===== src/rtl/rc4_xor.sv =====
// RC4 keystream combiner: buffers keystream bytes in a small FIFO and XORs them
// onto a length-framed plaintext stream, producing one registered ciphertext byte per handshake.
module rc4_xor #(
  parameter int KS_DEPTH = 4
) (
  input  logic        clk,
  input  logic        rst,
  input  logic        start,
  input  logic [15:0] msg_len,
  input  logic        ks_valid,
  input  logic [7:0]  ks_data,
  output logic        ks_ready,
  input  logic        pt_valid,
  input  logic [7:0]  pt_data,
  output logic        pt_ready,
  output logic        ct_valid,
  output logic [7:0]  ct_data,
  input  logic        ct_ready,
  output logic        busy,
  output logic        done,
  output logic [15:0] byte_cnt
);

  // state | meaning
  // IDLE  | waiting for start; keystream may prefill
  // RUN   | accepting plaintext until msg_len bytes taken
  // DRAIN | last ciphertext byte waiting for downstream
  typedef enum logic [1:0] {IDLE, RUN, DRAIN} state_t;

  localparam int PW = $clog2(KS_DEPTH);
  localparam int CW = PW + 1;

  state_t        state;
  logic [7:0]    mem [KS_DEPTH];
  logic [PW-1:0] head;
  logic [PW-1:0] tail;
  logic [CW-1:0] count;
  logic [15:0]   len_q;
  logic          push;
  logic          pop;
  logic          ct_hs;

  assign ks_ready = (count != CW'(KS_DEPTH));
  assign pt_ready = (state == RUN) && (count != '0) && (!ct_valid || ct_ready);
  assign push     = ks_valid && ks_ready;
  assign pop      = pt_valid && pt_ready;
  assign ct_hs    = ct_valid && ct_ready;
  assign busy     = (state != IDLE);

  // Storage needs no reset: occupancy is governed entirely by the pointers.
  always_ff @(posedge clk) begin
    if (push) mem[tail] <= ks_data;
  end

  always_ff @(posedge clk or posedge rst) begin
    if (rst) begin
      state    <= IDLE;
      head     <= '0;
      tail     <= '0;
      count    <= '0;
      len_q    <= '0;
      ct_valid <= 1'b0;
      ct_data  <= 8'h00;
      done     <= 1'b0;
      byte_cnt <= '0;
    end else begin
      done <= 1'b0;

      if (push) tail <= tail + PW'(1);
      if (pop)  head <= head + PW'(1);
      if (push && !pop)      count <= count + CW'(1);
      else if (pop && !push) count <= count - CW'(1);

      if (pop) begin
        ct_data  <= pt_data ^ mem[head];
        ct_valid <= 1'b1;
      end else if (ct_hs) begin
        ct_valid <= 1'b0;
      end

      case (state)
        IDLE: begin
          if (start) begin
            byte_cnt <= '0;
            len_q    <= msg_len;
            if (msg_len == 16'd0) done  <= 1'b1;
            else                  state <= RUN;
          end
        end
        RUN: begin
          if (pop) begin
            byte_cnt <= byte_cnt + 16'd1;
            if (byte_cnt == len_q - 16'd1) state <= DRAIN;
          end
        end
        DRAIN: begin
          if (ct_hs) begin
            state <= IDLE;
            done  <= 1'b1;
          end
        end
        default: state <= IDLE;
      endcase
    end
  end

endmodule


===== config.mk =====
export PLATFORM = sky130hd
export DESIGN_NAME = rc4_xor
export DESIGN_NICKNAME = d
export VERILOG_FILES = /design/src/rtl/rc4_xor.sv
export SDC_FILE = /design/constraint.sdc
export NUM_CORES = 1
export LEC_CHECK = 0
export CAP_MARGIN = 30
export CORE_ASPECT_RATIO = 0.7
export CORE_MARGIN = 8
export CORE_UTILIZATION = 40
export CTS_CLUSTER_SIZE = 10
export DETAILED_ROUTE_END_ITERATION = 7
export GPL_ROUTABILITY_DRIVEN = 0
export PLACE_DENSITY = 0.61
export RECOVER_POWER = 25
export SYNTH_ARGS = -nofsm -noshare
export SYNTH_HDL_FRONTEND = slang
export SYNTH_SLANG_ARGS = --single-unit

===== constraint.sdc =====
create_clock -name clk -period 4.8 [get_ports clk]
set_clock_uncertainty 0.2 [all_clocks]
set_input_delay 0.96 -clock clk [delete_from_list [all_inputs] [get_ports clk]]
set_output_delay 0.96 -clock clk [all_outputs]
set_load 0.02 [all_outputs]

Word-level counts from Yosys, hierarchy flattened
Memories as Yosys holds them, arrays and structs flattened.
Cells that the tools add are included.

word-level totals
  flip-flop bits (word level) = 51
  latch bits = 0
  bits in writable memories = 32
  bits in read-only memories = 0
  logic and storage cells = 66
  memories = 1

memory list
  name  words  width  rd ports  clocked after memory_dff  write ports  RTL line  source
  mem   4      8      1         0                         1            34        logic [7:0] mem [KS_DEPTH];

operators by class
  $add $sub $neg = 6
  $mul = 0
  divide/modulo/power cells = 0
  $lt $le $gt $ge = 0
  eq/ne operators = 9
  shift operators = 0
  muxes and demuxes = 19
  bitwise gates (word level) = 1
  reduce and logical (&&, ||, !) cells = 21

operators with widths
  kind                                                 number
  2-to-1 mux 16 bit                                    2
  one-hot mux 16 bit (2 select lines)                  1
  adder 16 x 1 -> 16 bit, second input constant        1
  equality test 16 bit                                 1
  zero test 16 bit                                     1
  subtractor 16 x 1 -> 16 bit, second input constant   1
  2-to-1 mux 2 bit                                     5
  inequality test 2 bit, second input constant         4
  nonzero test 2 bit                                   4
  bitwise XOR 8 bit                                    1
  logical AND 1 bit                                    7
  2-to-1 mux 1 bit                                     7
  2-to-1 mux 3 bit                                     2
  one-hot mux 2 bit (3 select lines)                   1
  AND reduction 5 bit                                  1
  adder 2 x 1 -> 2 bit, second input constant          2
  adder 3 x 1 -> 3 bit, second input constant          1
  zero test 1 bit                                      3
  inequality test 3 bit, second input constant         1
  AND reduction 3 bit                                  1
  nonzero test 3 bit                                   1
  subtractor 3 x 1 -> 3 bit, second input constant     1
  equality test 2 x 1 -> 1 bit, second input constant  1
  equality test 2 bit, second input constant           1
  5 further kinds                                      5

Longest topological paths before layout
  word-level depth = 7
  depth in mapped cells = 11
  gate-level depth less buffers = 9

Worst setup path before layout
No wires, ideal clock.

  path kind = input -> register
  start = input ct_ready
  end = register count[2]
  setup time = 79 ps
  data arrival time = 2,889 ps
  slack = 1,632 ps
  stages on the path = 11
  path buffers = 2
  cell sequence = nand2b_1 > and4_1 > clkbuf_1 > inv_2 > buf_1 > ha_1 > inv_1 > fa_1 > xor2_1 > nor2_1 > xor2_1

between the ends
  cells in the longest elaborated chain, start to end = 6
  elaborated cells on any way between the ends = 8
  classes of those cells = mux: 1; reduce/logical: 7

RTL lines
  item                                                    RTL line  source
  start, declared                                         18        input logic ct_ready,
  logical OR 1 bit (*)                                    44        assign pt_ready = (state == RUN) && (count != '0) && (!ct_valid || ct_ready);
  logical AND 1 bit (*)                                   44
  logical AND 1 bit (*)                                   46        assign pop = pt_valid && pt_ready;
  zero test 1 bit                                         71        if (push && !pop) count <= count + CW'(1);
  logical AND 1 bit                                       71
  2-to-1 mux 3 bit or nonzero test 2 bit (tied branches)  n/a
  end signal, assigned                                    71
  end signal, assigned                                    72        else if (pop && !push) count <= count - CW'(1);
  end, declared                                           37        logic [CW-1:0] count;

Mark *: on every way between the ends. The rest lies on a longest branch, timed or not.
A chain may end at the register's enable or synchronous reset.

Worst setup path in the final report
  start = input ct_ready
  end = output pt_ready

between the ends
  cells in the longest elaborated chain, start to end = 2

RTL lines
  item               RTL line  source
  logical OR 1 bit   44
  logical AND 1 bit  44
  end, declared      15        output logic pt_ready,

Every way passes these cells.

==> impl_metrics.toml <==
[outcome]
status = "complete, no violations"

[final_layout]
finalNetCount = 439
syn_to_final_growth_pct = 27.3
stdcell_count = 526
layout-drive-gt1-share = 0.133
fin_area_um2 = 5100
multi_input_area_um2 = 1690
num_antenna_cells = 0
nFillCells = 839
seqCellArea_um2 = 2240

[logic_synthesis]
yosysSeqAreaShare = 0.559
yosys_warnings = 0
yosys.area_share.simple = 0.143
synth_cell_type_count = 47
synth-edff-count = 32
synth_top_cell_area_share = 0.319
synth-compound-area-share = 0.0606
ys_top_cells_by_count = "dfrtp_1 (51), edfxtp_1 (32), xnor2_1 (31)"
synth_seq_cells = 83
yosysMostFrequentCell = "dfrtp_1"
syn_inst = 324
syn_avg_cell_area_um2 = 12.4
synth_top_flop_cell = "dfrtp_1"
synth_mux_area_frac = 0.0872
synthAdderAreaFrac = 0.0269
synthTopCellsByArea = "dfrtp_1 (32%), edfxtp_1 (24%), xnor2_1 (6.8%)"
synth_xor_area_frac = 0.105
yosysTopAreaCell = "dfrtp_1"
synth_nets = 370
synthArstFlopShare = 0.614
netlist_area_um2 = 4000
synth_top_family_by_area = "simple AND/OR/NAND/NOR gates"

[floorplan]
initial_core_util = 0.412
ios = 67
die_w_um = 136
die_y_um = 99.7
dieArea_um2 = 13500
coreArea_um2 = 9720
num_rows = 30

[grt]
grt-ovfl-total = 0
grt_first_pass_wirelength_um = 14900
grt_max_degree = 32
antenna_found_initial = 0
grt_pass1_vias = 2756
track_usage = 0.142

[setup_path]
cp_max_fo = 3
startpoint_type = "input port"
cp-end-kind = "output port"
cp.arrival_ns = 2.37
crit_required_ns = 3.64
critPathKind = "input port to output port"

[sta]
slew_violations = 0
slew_headroom = 0.468
rsz0062_at_grt = "no"
fmax_ghz = 0.284
fin_crit_sh = 0.735
setup_viol = 0
finalSetupTns_ns = 0
hold_viol_final = 0
finalCriticalPeriod_ns = 3.53
max_slew.worst_pin.slew_ns = 0.797

[route]
wl_per_cell_um = 17.1
dr.pass1.iters = 5
vias = 2710
ant_nets = 0
vias_per_cell = 5.15
drc_errors = 0
drtIter0Drc = 233
drt-total-wl_um = 8990

[pwr]
finalPower_uw = 2930
vdd_ir_drop_max_v = 0.000287
powerDensity_nw_per_um2 = 575
leakage_uw = 0.00195
p_sw_frac = 0.350
pwr-share-seq = 0.413
clkPwrFrac = 0.228
pwr-share-comb = 0.359
p_int_uw = 1910
p_sw_uw = 1020

[clock_network]
ctsLongestPathBuffers = 2
cts-buffers-inserted = 9
cts_setup_buffers = 0
clk_pin_slew_worst_paths_ns = 0.06
clk_latency_ns = 0.33
clockRootBuffer = "clkbuf_16"
clock-sinks = 83
htreeDepth = 3
ctsResizeCount = 0
cts_tree = "done"
postCtsHoldBufs = 0

[placement]
place_area_um2 = 4800
dp_hpwl_um = 6800
port_buffers = 66
dp_cells = 510

[worst_hold_path]
hold_path.class = "flip-flop to flip-flop"

[flow_run]
cap_viol_max_count = 0
[cells by family after synthesis]
family          Yosys count
compound gates           36
xor+xnor                 48
fa+ha+maj                 8
buf+inv                  20
flops                    83
mux                      23
simple gates            106
[area by class of cell]
cell class	count	share of cell area
well taps	128	0.0314
multi-input cells	221	0.332
clock buffers	9	0.0442
inverters	10	0.00736
flip-flops and latches	83	0.439
clock inverters	7	0.0135
repair buffers	68	0.133
[final timing paths]
kind                       slack (ns)  depth (start not counted)                  endpoint                    from
setup reg to reg                 1.91                          9      count[2]$_DFFE_PP0P_    count[0]$_DFFE_PP0P_
hold reg to reg                  0.28                          2    ct_data[2]$_DFFE_PP0P_  ct_data[2]$_DFFE_PP0P_
hold / removal                   0.28                          2    ct_data[2]$_DFFE_PP0P_  ct_data[2]$_DFFE_PP0P_
min in group asynchronous        1.02                          2            done$_DFF_PP0_                     rst
max in group asynchronous        2.48                          3  byte_cnt[15]$_DFFE_PP0P_                     rst
setup / recovery                 1.27                          4                  pt_ready                ct_ready
[worst max-delay path, stage by stage]
cell and delay, ns:
clkdlybuf4s50_1 0.50, nand2b_1 0.14, and3_1 0.16, clkdlybuf4s50_1 0.60
[layer usage]
| metal | global-route usage | up-vias | part of all wire |
|---|---|---|---|
| li1 | - | 1311 | - |
| met1 | 0.201 | 1318 | 0.50 |
| met2 | 0.204 | 76 | 0.43 |
| met3 | 0.0413 | 5 | 0.059 |
| met4 | 0.0434 | 0 | 0.0085 |
| met5 | 0 | - | 0 |
[sequential cells by signal, summed over array words and instances, names as in the netlist]
register	flops
byte_cnt	16
len_q	16
done	1
count	3
ct_data	8
state	2
mem	32
ct_valid	1
head	2
tail	2
[power by group through the flow]
stage	combinational, uW	sequential (uW)	clock, uW
2_1_floorplan	734	1180	0
3_3_place_gp	1040	1220	0
3_5_place_dp	1060	1220	0
4_1_cts	1060	1210	686
5_1_grt	1160	1250	722
6_report	1050	1210	669
[per-stage QoR]
| stage | setup WS [ns] | utilization | hold WS [ns] |
|---|---|---|---|
| floorplan | 1.63 | - | 0.251 |
| global placement | 1.20 | 0.494 | 0.261 |
| detailed placement | 1.13 | 0.494 | 0.271 |
| global route | 1.18 | 0.524 | 0.308 |
| finish | 1.27 | 0.524 | 0.278 |
| CTS | 1.26 | 0.524 | 0.285 |
[layout by cell type, fill, tap and decap left out, types with 3 or more instances in the layout]
| cell | count |
|---|---|
| edfxtp_1 | 32 |
| and4_1 | 3 |
| nand2b_1 | 3 |
| inv_1 | 9 |
| nand2_1 | 22 |
| clkbuf_16 | 9 |
| dlygate4sd3_1 | 8 |
| nor3_1 | 3 |
| a31oi_1 | 3 |
| nor2_1 | 23 |
| mux2_2 | 15 |
| a21oi_1 | 5 |
| or2_2 | 3 |
| clkinvlp_4 | 3 |
| nand4_1 | 4 |
| ha_1 | 7 |
| xnor2_1 | 31 |
| or3_1 | 5 |
| xor2_1 | 17 |
| nand3_1 | 11 |
| and3_1 | 8 |
| o21ai_0 | 16 |
| clkdlybuf4s50_1 | 58 |
| mux4_2 | 8 |
| nor4_1 | 7 |
| dfrtp_1 | 51 |
Power figures use the tool's default switching activity.
